### src/rtl/mem_req_adapter.sv
// mem_req_adapter: bridges a valid/ready byte-addressed request/response bus
// onto port A of the single-port on-chip memory, with a response FIFO.
//
// Ports:
//   clk_i, rst_i        clock and asynchronous active-high reset
//   req_valid_i/ready_o request handshake; req_we_i, req_addr_i (byte address),
//                       req_wdata_i, req_be_i carry the request
//   rsp_valid_o/ready_i response handshake; rsp_rdata_o, rsp_err_o carry it
//   mem_en_o, mem_we_o, mem_addr_o (word index), mem_wdata_o, mem_be_o drive
//                       memory port A; mem_rdata_i is its registered read data
module mem_req_adapter #(
   parameter int WIDTH     = 32,
   parameter int DEPTH     = 256,
   parameter int ADDR_W    = 32,
   parameter int RSP_DEPTH = 4
) (
   input  logic                     clk_i,
   input  logic                     rst_i,
   input  logic                     req_valid_i,
   output logic                     req_ready_o,
   input  logic                     req_we_i,
   input  logic [ADDR_W-1:0]        req_addr_i,
   input  logic [WIDTH-1:0]         req_wdata_i,
   input  logic [WIDTH/8-1:0]       req_be_i,
   output logic                     rsp_valid_o,
   input  logic                     rsp_ready_i,
   output logic [WIDTH-1:0]         rsp_rdata_o,
   output logic                     rsp_err_o,
   output logic                     mem_en_o,
   output logic                     mem_we_o,
   output logic [$clog2(DEPTH)-1:0] mem_addr_o,
   output logic [WIDTH-1:0]         mem_wdata_o,
   output logic [WIDTH/8-1:0]       mem_be_o,
   input  logic [WIDTH-1:0]         mem_rdata_i
);

   localparam int NB  = WIDTH / 8;
   localparam int OFF = $clog2(NB);
   localparam int AW  = $clog2(DEPTH);
   localparam int PW  = $clog2(RSP_DEPTH);
   localparam int CW  = $clog2(RSP_DEPTH + 1) + 1;

   logic [ADDR_W-1:0] off_mask;
   logic [ADDR_W-1:0] widx;
   logic              misaligned;
   logic              out_of_range;
   logic              err;
   logic              accept;

   logic              pend_valid;
   logic              pend_we;
   logic              pend_err;

   logic [WIDTH:0]    fifo_mem [RSP_DEPTH];
   logic [PW-1:0]     head;
   logic [PW-1:0]     tail;
   logic [CW-1:0]     count;
   logic [CW-1:0]     used;
   logic              push;
   logic              pop;
   logic [WIDTH-1:0]  push_data;

   function automatic logic [PW-1:0] wrap_inc(input logic [PW-1:0] p);
      return (p == PW'(RSP_DEPTH - 1)) ? '0 : p + 1'b1;
   endfunction

   // ---------------- address decode ----------------
   assign off_mask     = ADDR_W'((1 << OFF) - 1);
   assign widx         = req_addr_i >> OFF;
   assign misaligned   = |(req_addr_i & off_mask);
   assign out_of_range = widx >= ADDR_W'(DEPTH);
   assign err          = misaligned | out_of_range;

   // ---------------- credit / accept ----------------
   // Every slot already owed a response (in the pending stage or queued)
   // consumes a FIFO credit, so a push can never find the FIFO full.
   assign used        = count + CW'(pend_valid);
   assign req_ready_o = !rst_i && (used < CW'(RSP_DEPTH));
   assign accept      = req_valid_i && req_ready_o;

   // ---------------- memory issue ----------------
   assign mem_en_o    = accept && !err;
   assign mem_we_o    = req_we_i && !rst_i;
   assign mem_addr_o  = widx[AW-1:0];
   assign mem_wdata_o = req_wdata_i;
   assign mem_be_o    = req_be_i;

   // ---------------- pending stage ----------------
   // Tracks the request accepted last cycle while the memory read completes.
   always_ff @(posedge clk_i or posedge rst_i) begin
      if (rst_i) begin
         pend_valid <= 1'b0;
         pend_we    <= 1'b0;
         pend_err   <= 1'b0;
      end else begin
         pend_valid <= accept;
         pend_we    <= req_we_i;
         pend_err   <= err;
      end
   end

   // mem_rdata_i is only meaningful in the cycle after an enabled read.
   assign push      = pend_valid;
   assign push_data = (pend_we || pend_err) ? '0 : mem_rdata_i;

   // ---------------- response FIFO ----------------
   assign rsp_valid_o = count != '0;
   assign pop         = rsp_valid_o && rsp_ready_i;

   always_ff @(posedge clk_i) begin
      if (push) begin
         fifo_mem[tail] <= {pend_err, push_data};
      end
   end

   always_ff @(posedge clk_i or posedge rst_i) begin
      if (rst_i) begin
         head  <= '0;
         tail  <= '0;
         count <= '0;
      end else begin
         if (push) begin
            tail <= wrap_inc(tail);
         end
         if (pop) begin
            head <= wrap_inc(head);
         end
         count <= count + CW'(push) - CW'(pop);
      end
   end

   // Gate the head so the response outputs read zero when nothing is queued.
   assign rsp_rdata_o = rsp_valid_o ? fifo_mem[head][WIDTH-1:0] : '0;
   assign rsp_err_o   = rsp_valid_o && fifo_mem[head][WIDTH];

endmodule

### config.mk
export PLATFORM = sky130hd
export DESIGN_NAME = mem_req_adapter
export DESIGN_NICKNAME = d
export VERILOG_FILES = /design/src/rtl/mem_req_adapter.sv
export SDC_FILE = /design/constraint.sdc
export NUM_CORES = 1
export LEC_CHECK = 0
export CAP_MARGIN = 30
export CORE_MARGIN = 2
export CORE_UTILIZATION = 51
export DETAILED_ROUTE_END_ITERATION = 8
export GPL_TIMING_DRIVEN = 0
export MAX_ROUTING_LAYER = met4
export PLACE_DENSITY = 0.86
export RECOVER_POWER = 25
export SETUP_SLACK_MARGIN = 0.05
export SYNTH_ARGS = -nofsm -noshare
export SYNTH_HDL_FRONTEND = slang
export SYNTH_SLANG_ARGS = --single-unit
### constraint.sdc
create_clock -name clk_i -period 6.2 [get_ports clk_i]
set_clock_uncertainty 0.1 [all_clocks]
set_input_delay 1.86 -clock clk_i [delete_from_list [all_inputs] [get_ports clk_i]]
set_output_delay 1.86 -clock clk_i [all_outputs]
set_load 0.05 [all_outputs]
==> impl_metrics.json, run 1 <==
{
  "dp_hpwl_um": 8210,
  "clock_latency_ns": 0.40,
  "clockBufferDepth": 2,
  "fin_nets": 632,
  "rsz0062_at_grt": "no",
  "cts.clk_slew.worst_paths_ns": 0.05,
  "synthArstFlopShare": 0.0769,
  "synthCells": 358,
  "ir_drop_uv": 180,
  "dr.pass1.iters": 4,
  "ys_ff_latch": 143,
  "start_util": 0.521,
  "max_stage_delay_ns": 0.85,
  "drc": 0,
  "die_area_um2": 13200,
  "final_cell_mix": "clkdlybuf4s50_1, edfxtp_1, and2_1, buf_4, mux4_2",
  "io_buffer_count": 141,
  "cts_tree": "yes",
  "critPathTopFamily": "buffers and inverters",
  "violations": "capacitance limit, slew limit",
  "post_drt_via_cell_ratio": 5.21,
  "wl_per_cell_um": 18.2,
  "post_cts_buffers": 0,
  "reg2reg_from": "tail[1]$_DFFE_PP0P_",
  "numCtsBuffers": 17,
  "grt_pass1_vias": 3727,
  "crit_top_cell": "clkdlybuf4s50_1",
  "hold_depth": 1,
  "yosysSeqAreaShare": 0.677,
  "pin_count": 186,
  "cp_data_arrival_time_ns": 3.92,
  "period_share": 0.948,
  "worst_slew_pin_slew_ns": 2.48,
  "grt_use_total": 0.202,
  "start_kind": "input port",
  "antenna_cells": 0,
  "root_buffer": "clkbuf_16",
  "synth_edf_count": 132,
  "critPathCaptureType": "primary output",
  "die_h_um": 115,
  "area_delta_synth_final_pct": 35.1,
  "layout_commonest_cell": "clkdlybuf4s50_1",
  "netlist_area_um2": 6260,
  "syn_nets": 472,
  "grt_max_degree": 34,
  "drt_wl_total_um": 12300,
  "die_w_um": 115,
  "crit_type": "in -> out",
  "cts_resized": 0,
  "grt_pass1_wl_um": 19000,
  "hp-class": "reg -> reg",
  "min_from": "count[3]$_DFF_PP0_",
  "vias": 3530,
  "synth.avg_cell_area_um2": 17.5,
  "gp_congestion": 0.759,
  "timing.setup.tns_ns": 0,
  "detail-route-antenna-nets": 0,
  "cp_max_fo": 2,
  "cts-htree-levels": 4,
  "r2r-end": "fifo_mem[1][13]$_DFFE_PP_",
  "finalSetupViolCount": 0,
  "synth_cell_type_count": 34,
  "p_leak_uw": 0.00327,
  "power_density_nw_per_um2": 386,
  "first_iter_violations": 159,
  "max_freq_mhz": 170,
  "core_um2": 12000,
  "fin_util": 0.704,
  "cp.required_ns": 4.24,
  "slew_headroom": -0.656,
  "drive_above_1_share": 0.237,
  "cts_num_sinks": 143,
  "status": "complete, but fails checks",
  "reg2reg_slack_ns": 3.18,
  "drv_slew": 102,
  "cts.hold.buffers_added": 0,
  "path_buf_inv": 2,
  "row_count": 40,
  "layout_min_cycle_time_ns": 5.88,
  "max_cap_violations": 3,
  "antenna_found_initial": 0,
  "cpMaxStageDelayCell": "clkdlybuf4s50_1",
  "r2r_cells": 3,
  "ys_warn_count": 0,
  "path_cells": "clkdlybuf4s50_1 -> nor4_1 -> and4_1 -> nand3_1 -> nor3b_1 -> clkdlybuf4s50_1",
  "whs_endpoint": "count[3]$_DFF_PP0_",
  "finalHoldViolations": 0,
  "synthFlopType": "edfxtp_1",
  "overflow": 0
}
-- cells by family after synthesis --
family,after synthesis,synth area share
flops,143,0.677
simple gates,94,0.0947
buf+inv,68,0.0762
mux,34,0.121
fa+ha+maj,9,0.0180
compound gates,7,0.00860
xor+xnor,3,0.00420
-- flip-flops by register name, indices dropped and copies added (netlist names) --
register and count:
fifo_mem 132, pend_valid 1, count 4, pend_err 1
head 2, pend_we 1, tail 2
-- synth_stat cells (all sizes together), types with 2 or more instances --
cell	n	area share
nand3	2	0.0016
and2	70	0.071
mux4	33	0.12
dfrtp	11	0.044
nand4	2	0.0020
xnor2	2	0.0028
nor2	2	0.0012
nand2	4	0.0036
nor4	6	0.0060
buf	55	0.068
clkbuf	4	0.0024
edfxtp	132	0.63
o21ai	2	0.0016
ha	9	0.018
inv	9	0.0054
-- worst max path at each step --
stage	cells past startpoint	from	slack (ns)	to
2_1_floorplan	2	rst_i	0.66	mem_en_o
5_1_grt	6	req_addr_i[31]	0.25	mem_en_o
3_3_place_gp	6	req_addr_i[23]	0.34	mem_en_o
4_1_cts	6	req_addr_i[31]	0.33	mem_en_o
3_5_place_dp	6	req_addr_i[31]	0.33	mem_en_o
6_report	6	req_addr_i[23]	0.32	mem_en_o
-- final cells by class --
type                       instances  area, µm²
multi-input combinational        147       1550
sequential                       143       4240
timing repair buffer             141       1410
clock buffer                      18        429
buffer                            59        443
inverter                           9       33.8
fill                             787       3550
clock inverter                    14        173
tap                              147        184
-- worst register-to-register path, cell delays in order (launching register included) --
cell	delay, ns
dfrtp_1	0.40
inv_1	0.11
ha_1	0.16
and2_0	1.81
-- metrics by stage --
stage / cells / power, µW / hold slack [ns] / worst slack [ns] / cell area [µm²]
finish: 678 / 3270 / 0.440 / 0.323 / 8460
global route: 678 / 3400 / 0.457 / 0.246 / 8460
CTS: 678 / 3300 / 0.440 / 0.333 / 8460
detailed placement: 646 / 2280 / 0.428 / 0.330 / 7860
global placement: 646 / 2250 / 0.410 / 0.342 / 7860
floorplan: 358 / 1940 / 0.377 / 0.661 / 6260
-- report_power, final --
group / internal (µW) / leakage [µW] / switching, µW
Clock: 664 / 0.000287 / 357
Sequential: 1100 / 0.00156 / 36.7
Combinational: 473 / 0.00142 / 635
Total: 2240 / 0.00327 / 1030
-- routing by layer --
metal,global-route usage,share of wire,vias up
li1,-,-,1625
met1,0.240,0.38,1734
met2,0.353,0.55,165
met3,0.0474,0.056,6
met4,0.0450,0.0062,0
met5,-,0,-
No activity file was read; power rests on OpenSTA's default activity.
==> run 2: changes to the inputs <==
--- a/config.mk
+++ b/config.mk
@@ -14,6 +14,7 @@
 export PLACE_DENSITY = 0.86
 export RECOVER_POWER = 25
 export SETUP_SLACK_MARGIN = 0.05
+export SLEW_MARGIN = 20
 export SYNTH_ARGS = -nofsm -noshare
 export SYNTH_HDL_FRONTEND = slang
 export SYNTH_SLANG_ARGS = --single-unit
==> run 2 against run 1 <==
Against the previous run:
- the flow now finishes without violations
- first-iteration DRC count up 29%
- die area unchanged
- clock power up 11%
- combinational power about the same
- core utilization up 0.85 points
- fmax up 0.47%
- critical endpoint unchanged
- clock-buffer cell count unchanged
- register-to-register slack worse by 0.02 ns
- global-route usage up 0.65 points
- cell count up 0.59%
==> impl_metrics.json, run 2 (synthesized netlist as in run 1, its figures left out) <==
{
  "status": "finished clean",
  "whs_endpoint": "fifo_mem[0][32]$_DFFE_PP_",
  "fillers": 772,
  "gp_congestion": 0.759,
  "grt_pass1_wl_um": 19400,
  "reg2reg_from": "tail[1]$_DFFE_PP0P_",
  "root_buffer": "clkbuf_16",
  "max_cap_violations": 0,
  "fin_nets": 636,
  "drive_above_1_share": 0.243,
  "cp_data_arrival_time_ns": 3.89,
  "grt_pass1_vias": 3832,
  "cts_resized": 0,
  "p_sw_frac": 0.311,
  "die_w_um": 115,
  "combPwrFrac": 0.330,
  "row_count": 40,
  "timing.setup.tns_ns": 0,
  "hold_ws_ns": 0.454,
  "pin_count": 186,
  "antenna_found_initial": 0,
  "reg2reg_slack_ns": 3.16,
  "cp.required_ns": 4.24,
  "core_um2": 12000,
  "cts_num_sinks": 143,
  "path_buf_inv": 2,
  "dr.pass1.iters": 5,
  "hold_depth": 0,
  "largest_register": "fifo_mem",
  "r2r_cells": 4,
  "crit_type": "in -> out",
  "max_freq_mhz": 171,
  "multi_input_area_um2": 1540,
  "final-seq-area_um2": 4240,
  "post_cts_buffers": 0,
  "path_cells": "clkdlybuf4s50_1 -> nor4_1 -> and4_1 -> nand3_1 -> nor3b_1 -> clkdlybuf4s50_1",
  "layout_commonest_cell": "clkdlybuf4s50_1",
  "final_cell_mix": "clkdlybuf4s50_1, edfxtp_1, and2_1, buf_4, mux4_2",
  "min_from": "pend_err$_DFF_PP0_",
  "numCtsBuffers": 17,
  "intPower_uw": 2330,
  "vias": 3564,
  "hp-class": "reg -> reg",
  "finalSetupViolCount": 0,
  "clockBufferDepth": 2,
  "grt_max_degree": 20,
  "drt_wl_total_um": 12700,
  "cpMaxStageDelayCell": "clkdlybuf4s50_1",
  "start_util": 0.521,
  "cts_tree": "yes",
  "period_share": 0.943,
  "die_h_um": 115,
  "antenna_cells": 0,
  "drv_slew": 0,
  "area_delta_synth_final_pct": 36.8,
  "slew_headroom": 0.0804,
  "post_drt_via_cell_ratio": 5.23,
  "crit_top_cell": "clkdlybuf4s50_1",
  "pwr-share-clk": 0.334,
  "reg_top3": "fifo_mem (132), count (4)",
  "die_area_um2": 13200,
  "max_stage_delay_ns": 0.84,
  "dp_hpwl_um": 8630,
  "r2r-end": "fifo_mem[1][31]$_DFFE_PP_",
  "clock_latency_ns": 0.41,
  "critPathCaptureType": "primary output",
  "detail-route-antenna-nets": 0,
  "cts.hold.buffers_added": 0,
  "cp_max_fo": 2,
  "finalHoldViolations": 0,
  "drc": 0,
  "critPathTopFamily": "buffers and inverters",
  "layout_min_cycle_time_ns": 5.85,
  "cts-htree-levels": 4,
  "ir_drop_uv": 186,
  "first_iter_violations": 205,
  "start_kind": "input port",
  "power_density_nw_per_um2": 396,
  "rsz0062_at_grt": "no",
  "largest_reg_flops": 132,
  "wl_per_cell_um": 18.6,
  "p_leak_uw": 0.00331,
  "overflow": 0,
  "grt_use_total": 0.208,
  "p_sw_uw": 1050,
  "io_buffer_count": 141,
  "worst_slew_pin_slew_ns": 1.38,
  "cts.clk_slew.worst_paths_ns": 0.06,
  "p_seq_frac": 0.336
}
[run 2: changes by cell type in the layout (fill, tap and decap cells not counted), sizes merged]
| cell | previous run | this run |
|---|---|---|
| clkinv | 8 | 3 |
| inv | 9 | 11 |
| bufinv | 4 | 6 |
| clkinvlp | 2 | 3 |
| clkbuf | 22 | 25 |
| buf | 55 | 56 |
[run 2: how the worst max path moves through the flow]
stage / startpoint / end / slack [ns] / cells past startpoint
CTS: req_addr_i[23] / mem_en_o / 0.33 / 6
global placement: req_addr_i[23] / mem_en_o / 0.34 / 6
detailed placement: req_addr_i[23] / mem_en_o / 0.33 / 6
floorplan: rst_i / mem_en_o / 0.66 / 2
global route: req_addr_i[31] / mem_en_o / 0.26 / 6
finish: req_addr_i[23] / mem_en_o / 0.35 / 6
[run 2: area by class of cell]
class,count,share of cell area
Clock buffer,18,0.0501
Clock inverter,14,0.0278
Tap cell,147,0.0215
Timing Repair Buffer,145,0.169
Sequential cell,143,0.495
Inverter,9,0.00395
Buffer,59,0.0517
Multi-Input combinational cell,147,0.180
[run 2: per-stage QoR]
step | utilization | instance area [µm²] | setup WS, ns | instances | power [µW]
after floorplan | - | 6260 | 0.661 | 358 | 1940
after global placement | 0.654 | 7860 | 0.342 | 646 | 2250
after detailed placement | 0.664 | 7970 | 0.330 | 650 | 2290
after CTS | 0.719 | 8640 | 0.333 | 682 | 3430
after global routing | 0.713 | 8560 | 0.261 | 682 | 3510
final | 0.713 | 8560 | 0.350 | 682 | 3390
[run 2: worst register-to-register path: stages (launching register included)]
cell and delay (ns):
dfrtp_1 0.40, inv_1 0.10, ha_1 0.15, and2_0 0.91
clkbuf_1 0.98
[run 2: power by group through the flow]
stage,registers (µW),logic [µW],clock network [µW]
CTS,1140,1150,1150
global placement,1150,1100,0
finish,1140,1120,1130
global route,1140,1180,1180
floorplan,1140,797,0
detailed placement,1150,1140,0
[run 2: layer usage]
metal  global-route usage  share of wire  up-vias
met5                    -              0        -
met2                0.367           0.56      162
met4               0.0627         0.0060        0
met3               0.0480          0.051        9
met1                0.238           0.38     1756
li1                     -              -     1637
